<file path="src/rtl/stream_pkg.sv">
// Shared stream helpers: handshake typedefs and the level-width function
// used to size occupancy counters.
package stream_pkg;

  typedef struct packed {
    logic valid;
    logic ready;
  } stream_hs_t;

  typedef enum logic [1:0] {
    HS_NONE = 2'b00,
    HS_WR   = 2'b01,
    HS_RD   = 2'b10,
    HS_BOTH = 2'b11
  } hs_e;

  function automatic int lvl_width(input int n);
    return $clog2(n + 1);
  endfunction

  function automatic hs_e hs_kind(input stream_hs_t wr, input stream_hs_t rd);
    return hs_e'({rd.valid & rd.ready, wr.valid & wr.ready});
  endfunction

endpackage

</file>
<file path="src/rtl/stream_fifo_mem.sv">
// FIFO storage array: synchronous write, asynchronous read, no reset.
module stream_fifo_mem #(
  parameter type DATA_TYPE = logic [31:0],
  parameter int  DEPTH     = 16,
  localparam int AW        = (DEPTH > 1) ? $clog2(DEPTH) : 1
) (
  input  logic          clk,
  input  logic          wr_en_i,
  input  logic [AW-1:0] wr_addr_i,
  input  DATA_TYPE      wr_data_i,
  input  logic [AW-1:0] rd_addr_i,
  output DATA_TYPE      rd_data_o
);

  DATA_TYPE mem_q [DEPTH];

  always_ff @(posedge clk) begin
    if (wr_en_i) mem_q[wr_addr_i] <= wr_data_i;
  end

  assign rd_data_o = mem_q[rd_addr_i];

endmodule

</file>
<file path="src/rtl/stream_fifo_flex.sv">
// Valid/ready stream FIFO with arbitrary depth and threshold flags.
// Macro STREAM_FIFO_FLEX_REG_OUT_EN adds an output register (capacity FIFO_LEN+1).
module stream_fifo_flex
  import stream_pkg::*;
#(
  parameter type DATA_TYPE = logic [31:0],
  parameter int  FIFO_LEN  = 16,
  parameter int  AF_THR    = FIFO_LEN - 2,
  parameter int  AE_THR    = 1,
`ifdef STREAM_FIFO_FLEX_REG_OUT_EN
  localparam int CAP       = FIFO_LEN + 1,
`else
  localparam int CAP       = FIFO_LEN,
`endif
  localparam int LVL_W     = lvl_width(CAP)
) (
  input  logic             ACLK,
  input  logic             ARESET,
  input  logic             flush_i,
  input  DATA_TYPE         data_i,
  input  logic             valid_i,
  output logic             ready_o,
  output DATA_TYPE         data_o,
  output logic             valid_o,
  input  logic             ready_i,
  output logic [LVL_W-1:0] level_o,
  output logic             almost_full_o,
  output logic             almost_empty_o
);

  localparam int PTR_W = (FIFO_LEN > 1) ? $clog2(FIFO_LEN) : 1;
  localparam logic [PTR_W-1:0] PTR_LAST = PTR_W'(FIFO_LEN - 1);
  localparam logic [LVL_W-1:0] CAP_L    = LVL_W'(CAP);
  localparam logic [LVL_W-1:0] AF_L     = LVL_W'(AF_THR);
  localparam logic [LVL_W-1:0] AE_L     = LVL_W'(AE_THR);

  if (FIFO_LEN < 2 || AF_THR < 1 || AF_THR > CAP || AE_THR < 0 || AE_THR >= AF_THR) begin : g_bad_params
    $error("stream_fifo_flex: illegal FIFO_LEN/AF_THR/AE_THR combination");
  end

  function automatic logic [PTR_W-1:0] next_ptr(input logic [PTR_W-1:0] p);
    return (p == PTR_LAST) ? '0 : p + PTR_W'(1);
  endfunction

  logic [PTR_W-1:0] wr_ptr_q, wr_ptr_d, rd_ptr_q, rd_ptr_d;
  logic [LVL_W-1:0] level_q, level_d;
  stream_hs_t       wr_port, rd_port;
  hs_e              hs;
  logic             wr_fire, rd_fire, mem_we;
  DATA_TYPE         mem_rd_data;

  assign ready_o = (level_q != CAP_L) && !flush_i && !ARESET;
  assign wr_port = '{valid: valid_i, ready: ready_o};
  assign rd_port = '{valid: valid_o, ready: ready_i};
  assign hs      = hs_kind(wr_port, rd_port);
  assign wr_fire = (hs == HS_WR) || (hs == HS_BOTH);
  assign rd_fire = (hs == HS_RD) || (hs == HS_BOTH);

  assign level_o        = level_q;
  assign almost_full_o  = (level_q >= AF_L);
  assign almost_empty_o = (level_q <= AE_L);

  always_comb begin
    level_d = level_q;
    if (flush_i) begin
      level_d = '0;
    end else begin
      case (hs)
        HS_WR:   level_d = level_q + LVL_W'(1);
        HS_RD:   level_d = level_q - LVL_W'(1);
        default: level_d = level_q;
      endcase
    end
  end

`ifdef STREAM_FIFO_FLEX_REG_OUT_EN
  logic     out_valid_q, out_valid_d;
  DATA_TYPE out_data_q, out_data_d;
  logic     mem_empty, out_free;

  // The output register counts toward level, so storage is empty when only it is held.
  assign mem_empty = (level_q == LVL_W'(out_valid_q));
  assign out_free  = !out_valid_q || rd_fire;
  assign valid_o   = out_valid_q;
  assign data_o    = out_data_q;

  always_comb begin
    wr_ptr_d    = wr_ptr_q;
    rd_ptr_d    = rd_ptr_q;
    mem_we      = 1'b0;
    out_valid_d = out_valid_q;
    out_data_d  = out_data_q;
    if (flush_i) begin
      wr_ptr_d    = '0;
      rd_ptr_d    = '0;
      out_valid_d = 1'b0;
    end else begin
      if (out_free) begin
        if (!mem_empty) begin
          out_valid_d = 1'b1;
          out_data_d  = mem_rd_data;
          rd_ptr_d    = next_ptr(rd_ptr_q);
        end else if (wr_fire) begin
          out_valid_d = 1'b1;
          out_data_d  = data_i;
        end else begin
          out_valid_d = 1'b0;
        end
      end
      if (wr_fire && !(out_free && mem_empty)) begin
        mem_we   = 1'b1;
        wr_ptr_d = next_ptr(wr_ptr_q);
      end
    end
  end

  always_ff @(posedge ACLK) begin
    if (ARESET) out_valid_q <= 1'b0;
    else        out_valid_q <= out_valid_d;
  end

  always_ff @(posedge ACLK) begin
    out_data_q <= out_data_d;
  end
`else
  assign valid_o = (level_q != '0);
  assign data_o  = mem_rd_data;

  always_comb begin
    wr_ptr_d = wr_ptr_q;
    rd_ptr_d = rd_ptr_q;
    mem_we   = 1'b0;
    if (flush_i) begin
      wr_ptr_d = '0;
      rd_ptr_d = '0;
    end else begin
      if (wr_fire) begin
        mem_we   = 1'b1;
        wr_ptr_d = next_ptr(wr_ptr_q);
      end
      if (rd_fire) rd_ptr_d = next_ptr(rd_ptr_q);
    end
  end
`endif

  always_ff @(posedge ACLK) begin
    if (ARESET) begin
      wr_ptr_q <= '0;
      rd_ptr_q <= '0;
      level_q  <= '0;
    end else begin
      wr_ptr_q <= wr_ptr_d;
      rd_ptr_q <= rd_ptr_d;
      level_q  <= level_d;
    end
  end

  stream_fifo_mem #(
    .DATA_TYPE (DATA_TYPE),
    .DEPTH     (FIFO_LEN)
  ) u_mem (
    .clk       (ACLK),
    .wr_en_i   (mem_we),
    .wr_addr_i (wr_ptr_q),
    .wr_data_i (data_i),
    .rd_addr_i (rd_ptr_q),
    .rd_data_o (mem_rd_data)
  );

endmodule
</file>
<file path="config.mk">
export PLATFORM = sky130hd
export DESIGN_NAME = stream_fifo_flex
export DESIGN_NICKNAME = d
export VERILOG_FILES = /design/src/rtl/stream_pkg.sv /design/src/rtl/stream_fifo_mem.sv /design/src/rtl/stream_fifo_flex.sv
export SDC_FILE = /design/constraint.sdc
export NUM_CORES = 1
export LEC_CHECK = 0
export BUFFER_PORTS_ARGS = -buffer_cell sky130_fd_sc_hd__buf_4
export CAP_MARGIN = 25
export CORE_MARGIN = 2
export CORE_UTILIZATION = 40
export CTS_BUF_LIST = sky130_fd_sc_hd__clkbuf_2 sky130_fd_sc_hd__clkbuf_4 sky130_fd_sc_hd__clkbuf_8
export DETAILED_ROUTE_END_ITERATION = 7
export PLACE_DENSITY_LB_ADDON = 0.05
export SLEW_MARGIN = 30
export SYNTH_ARGS = -nofsm -noshare
export SYNTH_HDL_FRONTEND = slang
export SYNTH_SLANG_ARGS = --single-unit
</file>
<file path="constraint.sdc">
create_clock -name ACLK -period 5.6 [get_ports ACLK]
set_input_delay 1.12 -clock ACLK [delete_from_list [all_inputs] [get_ports ACLK]]
set_output_delay 1.12 -clock ACLK [all_outputs]
set_load 0.01 [all_outputs]
</file>
# --- After elaboration in Yosys (flattened, before gate mapping) ---
# Memory sizes are Yosys's and may differ from the RTL's. A register that Yosys moved wholly into a read port is not among the register bits.
# Cells that the tools add are included.
word_totals:
  word_cells: 36
  ramBits: 512
  mem_count: 1
  input_bits: 37
  out_inout_bits: 41
  register_bits: 13
memory_table:
  columns: ["memory", "words", "width", "rd", "rd_ports_with_merged_regs", "wr", "line_no", "source"]
  rows:
  - ["u_mem.mem_q", 16, 32, 1, 1, 1, "stream_fifo_mem.sv:15", "DATA_TYPE mem_q [DEPTH];"]
classes:
  addsub: 4
  n_reduce_logical: 9
  n_lt_le_gt_ge: 2
  mux: 9
  eq_ne: 6
  n_bitwise: 2
op_table:
  columns: ["op", "count"]
  rows:
  - ["two-way mux 4 bit", 4]
  - ["case mux 5 bit (2 select lines)", 1]
  - ["adder 4 x 1 -> 4 bit, second input constant", 2]
  - ["== test 4 bit, second input constant", 2]
  - ["adder 5 x 1 -> 5 bit, second input constant", 1]
  - ["greater-or-equal comparator 5 x 4 -> 1 bit, second input constant", 1]
  - ["less-or-equal comparator 5 x 1 -> 1 bit, second input constant", 1]
  - ["inequality test 5 bit, second input constant", 1]
  - ["nonzero test 5 bit", 1]
  - ["subtractor 5 x 1 -> 5 bit, second input constant", 1]
  - ["== test 2 bit, second input constant", 2]
  - ["two-way mux 1 bit", 4]
  - ["AND 1 bit", 2]
  - ["== test 2 x 1 -> 1 bit, second input constant", 1]
  - ["logical AND 1 bit", 2]
  - ["zero test 1 bit", 2]
  - ["logical OR 1 bit", 2]
  - ["nonzero test 2 bit", 1]
  - ["OR reduction 2 bit", 1]

# --- Logic depth before layout (Yosys ltp) ---
# Gate-level depths: netlist of the first run.
depth:
  ltp_word: 10
  mapped_depth: 10
  ltp_nobuf: 10

# --- Cells and area by module ---
# A second synthesis of the first run with hierarchy kept.
unflattened:
  hier_cells: 903
  area_unflattened_um2: 20050.5
modules_own_cells:
  columns: ["module", "instances", "cells_each", "area_each_um2"]
  rows:
  - ["stream_fifo_mem", 1, 806, 19213.4]
  - ["stream_fifo_flex", 1, 97, 837.1]

# --- Worst setup path after synthesis of the first run ---
# OpenSTA, ideal clock, no wires.
synth_path:
  path_kind: "input to register"
  from: "in flush_i"
  to: "mem u_mem.mem_q[0][0] (netlist bit) (enable)"
  stages: 5
  setup_time_ps: 461
  n_path_buf: 1
  path_slack_ps: 1111
  arrival_ps: 4028
  path_cell_list: "nor2_1 -> and2_1 -> clkbuf_1 -> nand3_1 -> nor3_1"
synth_via:
  elab_chain_len: 10
  elab_cells_between_ends: 11
  classes_between: "2 x eq/ne; 4 x mux; 1 x bitwise; 4 x reduce/logical"
synth_lines:
  columns: ["element", "line_no", "source"]
  rows:
  - ["from (decl)", "stream_fifo_flex.sv:19", "input logic flush_i,"]
  - ["zero test 1 bit (*)", "stream_fifo_flex.sv:52", "assign ready_o = (level_q != CAP_L) && !flush_i && !ARESET;"]
  - ["logical AND 1 bit (*) (2 in series)", "stream_fifo_flex.sv:52", null]
  - ["via ready_o", "stream_fifo_flex.sv:22", "output logic ready_o,"]
  - ["AND 1 bit (*)", "stream_pkg.sv:22", "return hs_e'({rd.valid & rd.ready, wr.valid & wr.ready});"]
  - ["== test 2 x 1 -> 1 bit or == test 2 bit (tied branches)", "stream_fifo_flex.sv:56", "assign wr_fire = (hs == HS_WR) || (hs == HS_BOTH);"]
  - ["logical OR 1 bit (*)", "stream_fifo_flex.sv:56", null]
  - ["two-way mux 1 bit (*)", "stream_fifo_flex.sv:137", "if (wr_fire) begin"]
  - ["two-way mux 1 bit (*)", "stream_fifo_flex.sv:133", "if (flush_i) begin"]
  - ["two-way mux 1 bit (*)", "stream_fifo_mem.sv:18", "if (wr_en_i) mem_q[wr_addr_i] <= wr_data_i;"]
  - ["two-way mux 1 bit (implied by the code) (*)", "stream_fifo_mem.sv:18", null]
  - ["to (decl)", "stream_fifo_mem.sv:15", null]
# The timed path passes the listed nets; every way through them passes the cells marked *.

==> flow_summary.ini, run 1 <==
[routing]
wl_met1_um = 20600
vias = 9506
detailedRoute.firstIterationViolations = 728
highest_layer = met4
totalWireLength_um = 45600
route.met3.wl_um = 2260
detail-route-antenna-nets = 0
wl_per_cell_um = 25.4
post_drt_via_cell_ratio = 5.30
detailedRoute.firstPassIterationCount = 5
drc_errors = 0
met2WireLength_um = 21900

[power]
power.sequential.fraction = 0.555
maximum_vdd_drop_mv = 0.139
cell_internal_power_w = 0.00625
total_power_w = 0.00784
combPwrFrac = 0.023
power_leakage_nw = 7.34
net-switching-power_w = 0.00159
power_density_nw_per_um2 = 333
power.clock.fraction = 0.422
power.switching_fraction = 0.203

[synthesis]
post_synth_mux_area_share = 0.144
synth_async_sr_flop_share = 0
compound_gate_fraction_of_synth_area = 0.0307
post-synth-top-count-cell = sky130_fd_sc_hd__edfxtp_1
sequential_cell_area_fraction_in_the_yosys_report = 0.782
number_of_synthesized_flops_with_an_enable_pin = 512
synth_nets = 957
ys_top_cells_by_area = sky130_fd_sc_hd__edfxtp_1, sky130_fd_sc_hd__mux4_2, sky130_fd_sc_hd__a22oi_1
total_of_flip_flops_plus_latches_after_synthesis = 529
synthesis.area_um2 = 20100
synth_top_cell_area_share = 0.765
ys_dominant_reg_cell = sky130_fd_sc_hd__edfxtp_1
synth_top_cell_by_area = sky130_fd_sc_hd__edfxtp_1
synthAdderAreaFrac = 0.00747
synth.top_cells.by_count = sky130_fd_sc_hd__edfxtp_1, sky130_fd_sc_hd__mux4_2, sky130_fd_sc_hd__a22oi_1
dominant_combinational_cell_family_by_area_after_synthesis = multiplexers
synth_cell_type_count = 38
synth-xor-area-share = 0.00261
synthesis.area_per_instance_um2 = 22.1
yosys.area_share.simple = 0.0208
synthesis.instances = 908
ys.warnings.count = 0

[clock_tree]
cts-buffers-inserted = 89
clockBufferDepth = 3
clock_insertion_delay_worst_skew_ns = 0.65
cts_max_level = 3
post_cts.repair.setup_buffers = 0
cts_resized = 0
cts.reportedPaths.clkPinSlew_ns = 0.06
cts_root_buffer = sky130_fd_sc_hd__clkbuf_8
cts.sink_count = 529
cts_tree = built
cts_hold_repair.buffers = 0

[timing]
slew_violations = 0
worst-slew-pin-transition_ns = 0.924
clock_skew_ns = 0.0183
final-hold-violation-count = 0
final-setup-viol-count = 0
timing.hold.ws_ns = 0.499
period_minus_ws_final_ns = 4.16
finalSetupTns_ns = 0
share_of_the_cycle_needed_by_the_critical_path_after_routing = 0.742
rsz_0062_raised_after_global_routing = no
max_slew_margin = 0.383
fmaxAchievable_ghz = 0.241

[flow_run]
drv_cap = 0

[floorplanning]
die_h_um = 228
coreArea_um2 = 49900
floorplan.rows = 82
dieWidth_um = 228
die_area_um2 = 52100
initial_utilization = 0.403
io_pins = 78

[critical_path]
critPathMaxStageDelay_ns = 0.84
start_kind = flip-flop
crit_chain = buf_12, mux4_2, a22oi_1, nand2_1, buf_4
crit_path_max_fanout = 34
critPathCaptureType = output port
slowest_stage = sky130_fd_sc_hd__dfxtp_4
critPathKind = reg -> out
critical_path_required_ns = 4.48
cp_data_arrival_time_ns = 3.04

[min_path]
worstHoldPathType = reg -> reg

[grt]
global_route.usage.total = 0.179
maximum_number_of_pins_on_one_net_before_global_route_repair = 57
wire_length_of_the_first_global_routing_pass_um = 67800
globalRouteOverflowTotal = 0
antenna_violations_before_repair = 1
grt_pass1_vias = 10400

[place]
port-buffer-count = 77
dp_hpwl_um = 26100
gp_congestion = 0.696
dpl_cell_area_um2 = 21800

[final_layout]
area_delta_synth_final_pct = 17.1
finish.instance_area_um2 = 23500
layout-drive-gt1-share = 0.353
fin_nets = 1108
fillerInstances = 4284
final_core_util = 0.472

[outcome]
status = completed
-- worst paths after layout --
check                                 start           endpoint  slack, ns  cells after the start
worst max-delay path              flip-flop         data_o[26]       1.44                      5
worst min-delay path            rd_ptr_q[1]        rd_ptr_q[1]       0.50                      2
worst max register to register   level_o[0]  u_mem.mem_q[6][5]       2.46                      7
worst min register to register  rd_ptr_q[1]        rd_ptr_q[1]       0.50                      2
-- logic make-up (layout without fill, tap and decap cells) --
kind of cell | count (synthesis) | after routing
flip-flops | 529 | 529
other | 0 | 1
XOR/XNOR | 6 | 6
multiplexers | 129 | 129
AND/OR/NAND/NOR | 89 | 89
AO/OA/AOI/OAI | 87 | 87
buffers and inverters | 56 | 270
adder cells (fa/ha/maj) | 12 | 12
-- flip-flops by register name, summed over array words and instances, names as in the netlist, named ones only --
signal	count
level_o	5
rd_ptr_q	4
u_mem.mem_q	512
wr_ptr_q	4
-- power by group through the flow --
stage / clock network [W] / registers (W) / logic, W
finish: 0.00331 / 0.00435 / 0.000181
global route: 0.00359 / 0.00435 / 0.000201
CTS: 0.00342 / 0.00435 / 0.000187
detailed placement: 0 / 0.00444 / 0.000187
global placement: 0 / 0.00444 / 0.000184
floorplan: 0 / 0.00444 / 0.0000778
-- cell usage in the layout, fill, tap and decap left out, types with 7 or more instances in the layout --
cell,count
sky130_fd_sc_hd__a21oi_1,11
sky130_fd_sc_hd__clkbuf_8,95
sky130_fd_sc_hd__edfxtp_1,512
sky130_fd_sc_hd__nor2_1,11
sky130_fd_sc_hd__clkinv_2,7
sky130_fd_sc_hd__dfxtp_1,15
sky130_fd_sc_hd__clkbuf_4,28
sky130_fd_sc_hd__nand2_1,36
sky130_fd_sc_hd__a22oi_1,64
sky130_fd_sc_hd__clkinv_1,20
sky130_fd_sc_hd__buf_4,100
sky130_fd_sc_hd__nor2_4,13
sky130_fd_sc_hd__mux4_2,128
sky130_fd_sc_hd__ha_1,12
-- metrics by stage --
step | cells | worst slack [ns]
after floorplan | 908 | 1.11
after global placement | 1635 | 1.96
after detailed placement | 1639 | 1.99
after CTS | 1793 | 1.30
after global routing | 1794 | 1.19
final | 1795 | 1.44
-- final cells by class --
class | count | area (um2) | share of cell area
Sequential cell | 529 | 15700 | 0.668
Multi-Input combinational cell | 323 | 4270 | 0.181
Clock buffer | 123 | 1520 | 0.0645
Timing Repair Buffer | 110 | 981 | 0.0417
Tap cell | 672 | 841 | 0.0357
Clock inverter | 31 | 185 | 0.00787
Inverter | 6 | 22.5 | 0.000957
Antenna cell | 1 | 2.50 | 0.000106
-- worst max-delay path, delay by kind of cell (launching register included) --
family | cells | cell delay [ns]
AO/OA/AOI/OAI | 1 | 0.31
buffers and inverters | 2 | 0.50
flip-flops | 1 | 0.84
multiplexers | 1 | 0.54
AND/OR/NAND/NOR | 1 | 0.13
-- layer usage --
metal / vias to the layer above / global-route usage
met5: - / 0
met4: 0 / 0.0580
met3: 56 / 0.0370
met2: 233 / 0.283
met1: 5072 / 0.249
li1: 4145 / -
No activity file was read; power rests on OpenSTA's default activity.
==> run 2: changes to the inputs <==
clock period = 4.34 ns   (was 5.6 ns; I/O delays follow)
==> run 2 against run 1 <==
Clock-buffer cell count up 8; design area is 0.31% lower; die area unchanged; first-iteration DRC count shrank 1.1%; core utilization is 0.15 points lower; sequential power is 29% higher; sequential share of layout area increased by 0.21 points; register-to-register slack lost 1.1 ns; worst hold slack better by 0.0028 ns; critical path type unchanged; highest routed layer unchanged.
==> flow_summary.ini, run 2 (same netlist as run 1, synthesis figures left out) <==
[place]
gp_congestion = 0.683
dp_hpwl_um = 25900
port-buffer-count = 77
post-place-ws_ns = 1.10

[timing]
rsz_0062_raised_after_global_routing = no
share_of_the_cycle_needed_by_the_critical_path_after_routing = 0.847
timing.hold.ws_ns = 0.502
finalSetupTns_ns = 0
period_minus_ws_final_ns = 3.68
worst-slew-pin-transition_ns = 0.884
final-hold-violation-count = 0
max_slew_margin = 0.411
post-route-worst-setup-slack_ns = 0.662
fmaxAchievable_ghz = 0.272
slew_violations = 0
final-setup-viol-count = 0
clock_skew_ns = 0.0224

[grt]
grt_pass1_vias = 10400
globalRouteOverflowTotal = 0
wire_length_of_the_first_global_routing_pass_um = 69400
global_route.usage.total = 0.184
maximum_number_of_pins_on_one_net_before_global_route_repair = 46
antenna_violations_before_repair = 0

[power]
power.sequential.fraction = 0.557
power.clock.fraction = 0.419
net-switching-power_w = 0.00206
maximum_vdd_drop_mv = 0.185
power_leakage_nw = 7.33
power_density_nw_per_um2 = 430
combPwrFrac = 0.024
power.switching_fraction = 0.204
cell_internal_power_w = 0.00803

[min_path]
worstHoldPathType = reg -> reg
hold_path_startpoint = rd_ptr_q[1]

[critical_path]
crit_path_max_fanout = 45
critical_path_required_ns = 3.47
reg2reg_from = level_o[0]
cp_data_arrival_time_ns = 2.81
critPathCaptureType = output port
critPathKind = reg -> out
start_kind = flip-flop

[final_layout]
area_delta_synth_final_pct = 16.7
regMostFlops = u_mem.mem_q
fin_nets = 1109
num_antenna_cells = 0
largest_register_ffs = 512
layout-drive-gt1-share = 0.355
layout_common_cells = sky130_fd_sc_hd__edfxtp_1, sky130_fd_sc_hd__mux4_2, sky130_fd_sc_hd__buf_4
most_common_cell_after_layout_fill_and_taps_aside = sky130_fd_sc_hd__edfxtp_1

[floorplanning]
floorplan.rows = 82
io_pins = 78
coreArea_um2 = 49900
dieWidth_um = 228
die_h_um = 228
initial_utilization = 0.403
die_area_um2 = 52100

[routing]
wl_per_cell_um = 26.2
detailedRoute.firstPassIterationCount = 4
detailedRoute.firstIterationViolations = 720
detail-route-antenna-nets = 0
totalWireLength_um = 47100
post_drt_via_cell_ratio = 5.38
vias = 9660
drc_errors = 0

[clock_tree]
cts_root_buffer = sky130_fd_sc_hd__clkbuf_8
cts-buffers-inserted = 88
cts.sink_count = 529
cts_resized = 0
clockBufferDepth = 3
post_cts.repair.setup_buffers = 0
cts_tree = built
cts_max_level = 3
clock_insertion_delay_worst_skew_ns = 0.64
cts.reportedPaths.clkPinSlew_ns = 0.06
cts_hold_repair.buffers = 0

[outcome]
status = completed

[flow_run]
drv_cap = 0
[run 2: cell types whose count changed in the layout (fill, tap and decap cells not counted), sizes merged]
cell / change
clkbuf: +8
clkinv: -6
buf: +2
clkinvlp: -2
bufinv: -1
diode: -1
[run 2: routing by layer]
metal	global-route usage	up-vias	wire [um]
met3	0.0339	78	2210
met5	0	-	0
li1	-	4152	-
met2	0.285	245	22300
met1	0.264	5185	21600
met4	0.0623	0	940
[run 2: power by group through the flow]
stage | Clock, W | Combinational (W) | Sequential (W)
after floorplan | 0 | 0.000100 | 0.00572
after CTS | 0.00436 | 0.000249 | 0.00562
after detailed placement | 0 | 0.000249 | 0.00572
final | 0.00423 | 0.000242 | 0.00562
after global routing | 0.00457 | 0.000268 | 0.00561
after global placement | 0 | 0.000247 | 0.00572
[run 2: path summary, 6_finish.rpt]
| kind | endpoint | slack [ns] | cells after the start |
|---|---|---|---|
| min | rd_ptr_q[1] | 0.50 | 2 |
| min reg2reg | rd_ptr_q[1] | 0.50 | 2 |
| max | data_o[26] | 0.66 | 5 |
| max reg2reg | u_mem.mem_q[12][26] | 1.41 | 7 |
[run 2: area by class of cell]
cell class	count	area (um2)
clock inverters	22	113
multi-input cells	323	4270
clock buffers	131	1550
fillers	4253	26400
well taps	672	841
flip-flops and latches	529	15700
repair buffers	112	948
inverters	6	22.5
[run 2: worst max-delay path, stage by stage (launching register included)]
cell and delay, ns:
sky130_fd_sc_hd__dfxtp_4 0.78, sky130_fd_sc_hd__buf_12 0.37, sky130_fd_sc_hd__mux4_2 0.35, sky130_fd_sc_hd__a22oi_1 0.29, sky130_fd_sc_hd__nand2_1 0.15, sky130_fd_sc_hd__buf_4 0.17
[run 2: through the flow]
step / total power, W / util / std cells / cell area, um2
3_3_place_gp: 0.00597 / 0.437 / 1641 / 21800
3_5_place_dp: 0.00597 / 0.437 / 1642 / 21800
5_1_grt: 0.0105 / 0.471 / 1795 / 23500
4_1_cts: 0.0102 / 0.471 / 1795 / 23500
2_1_floorplan: 0.00582 / - / 908 / 20100
6_report: 0.0101 / 0.471 / 1795 / 23500
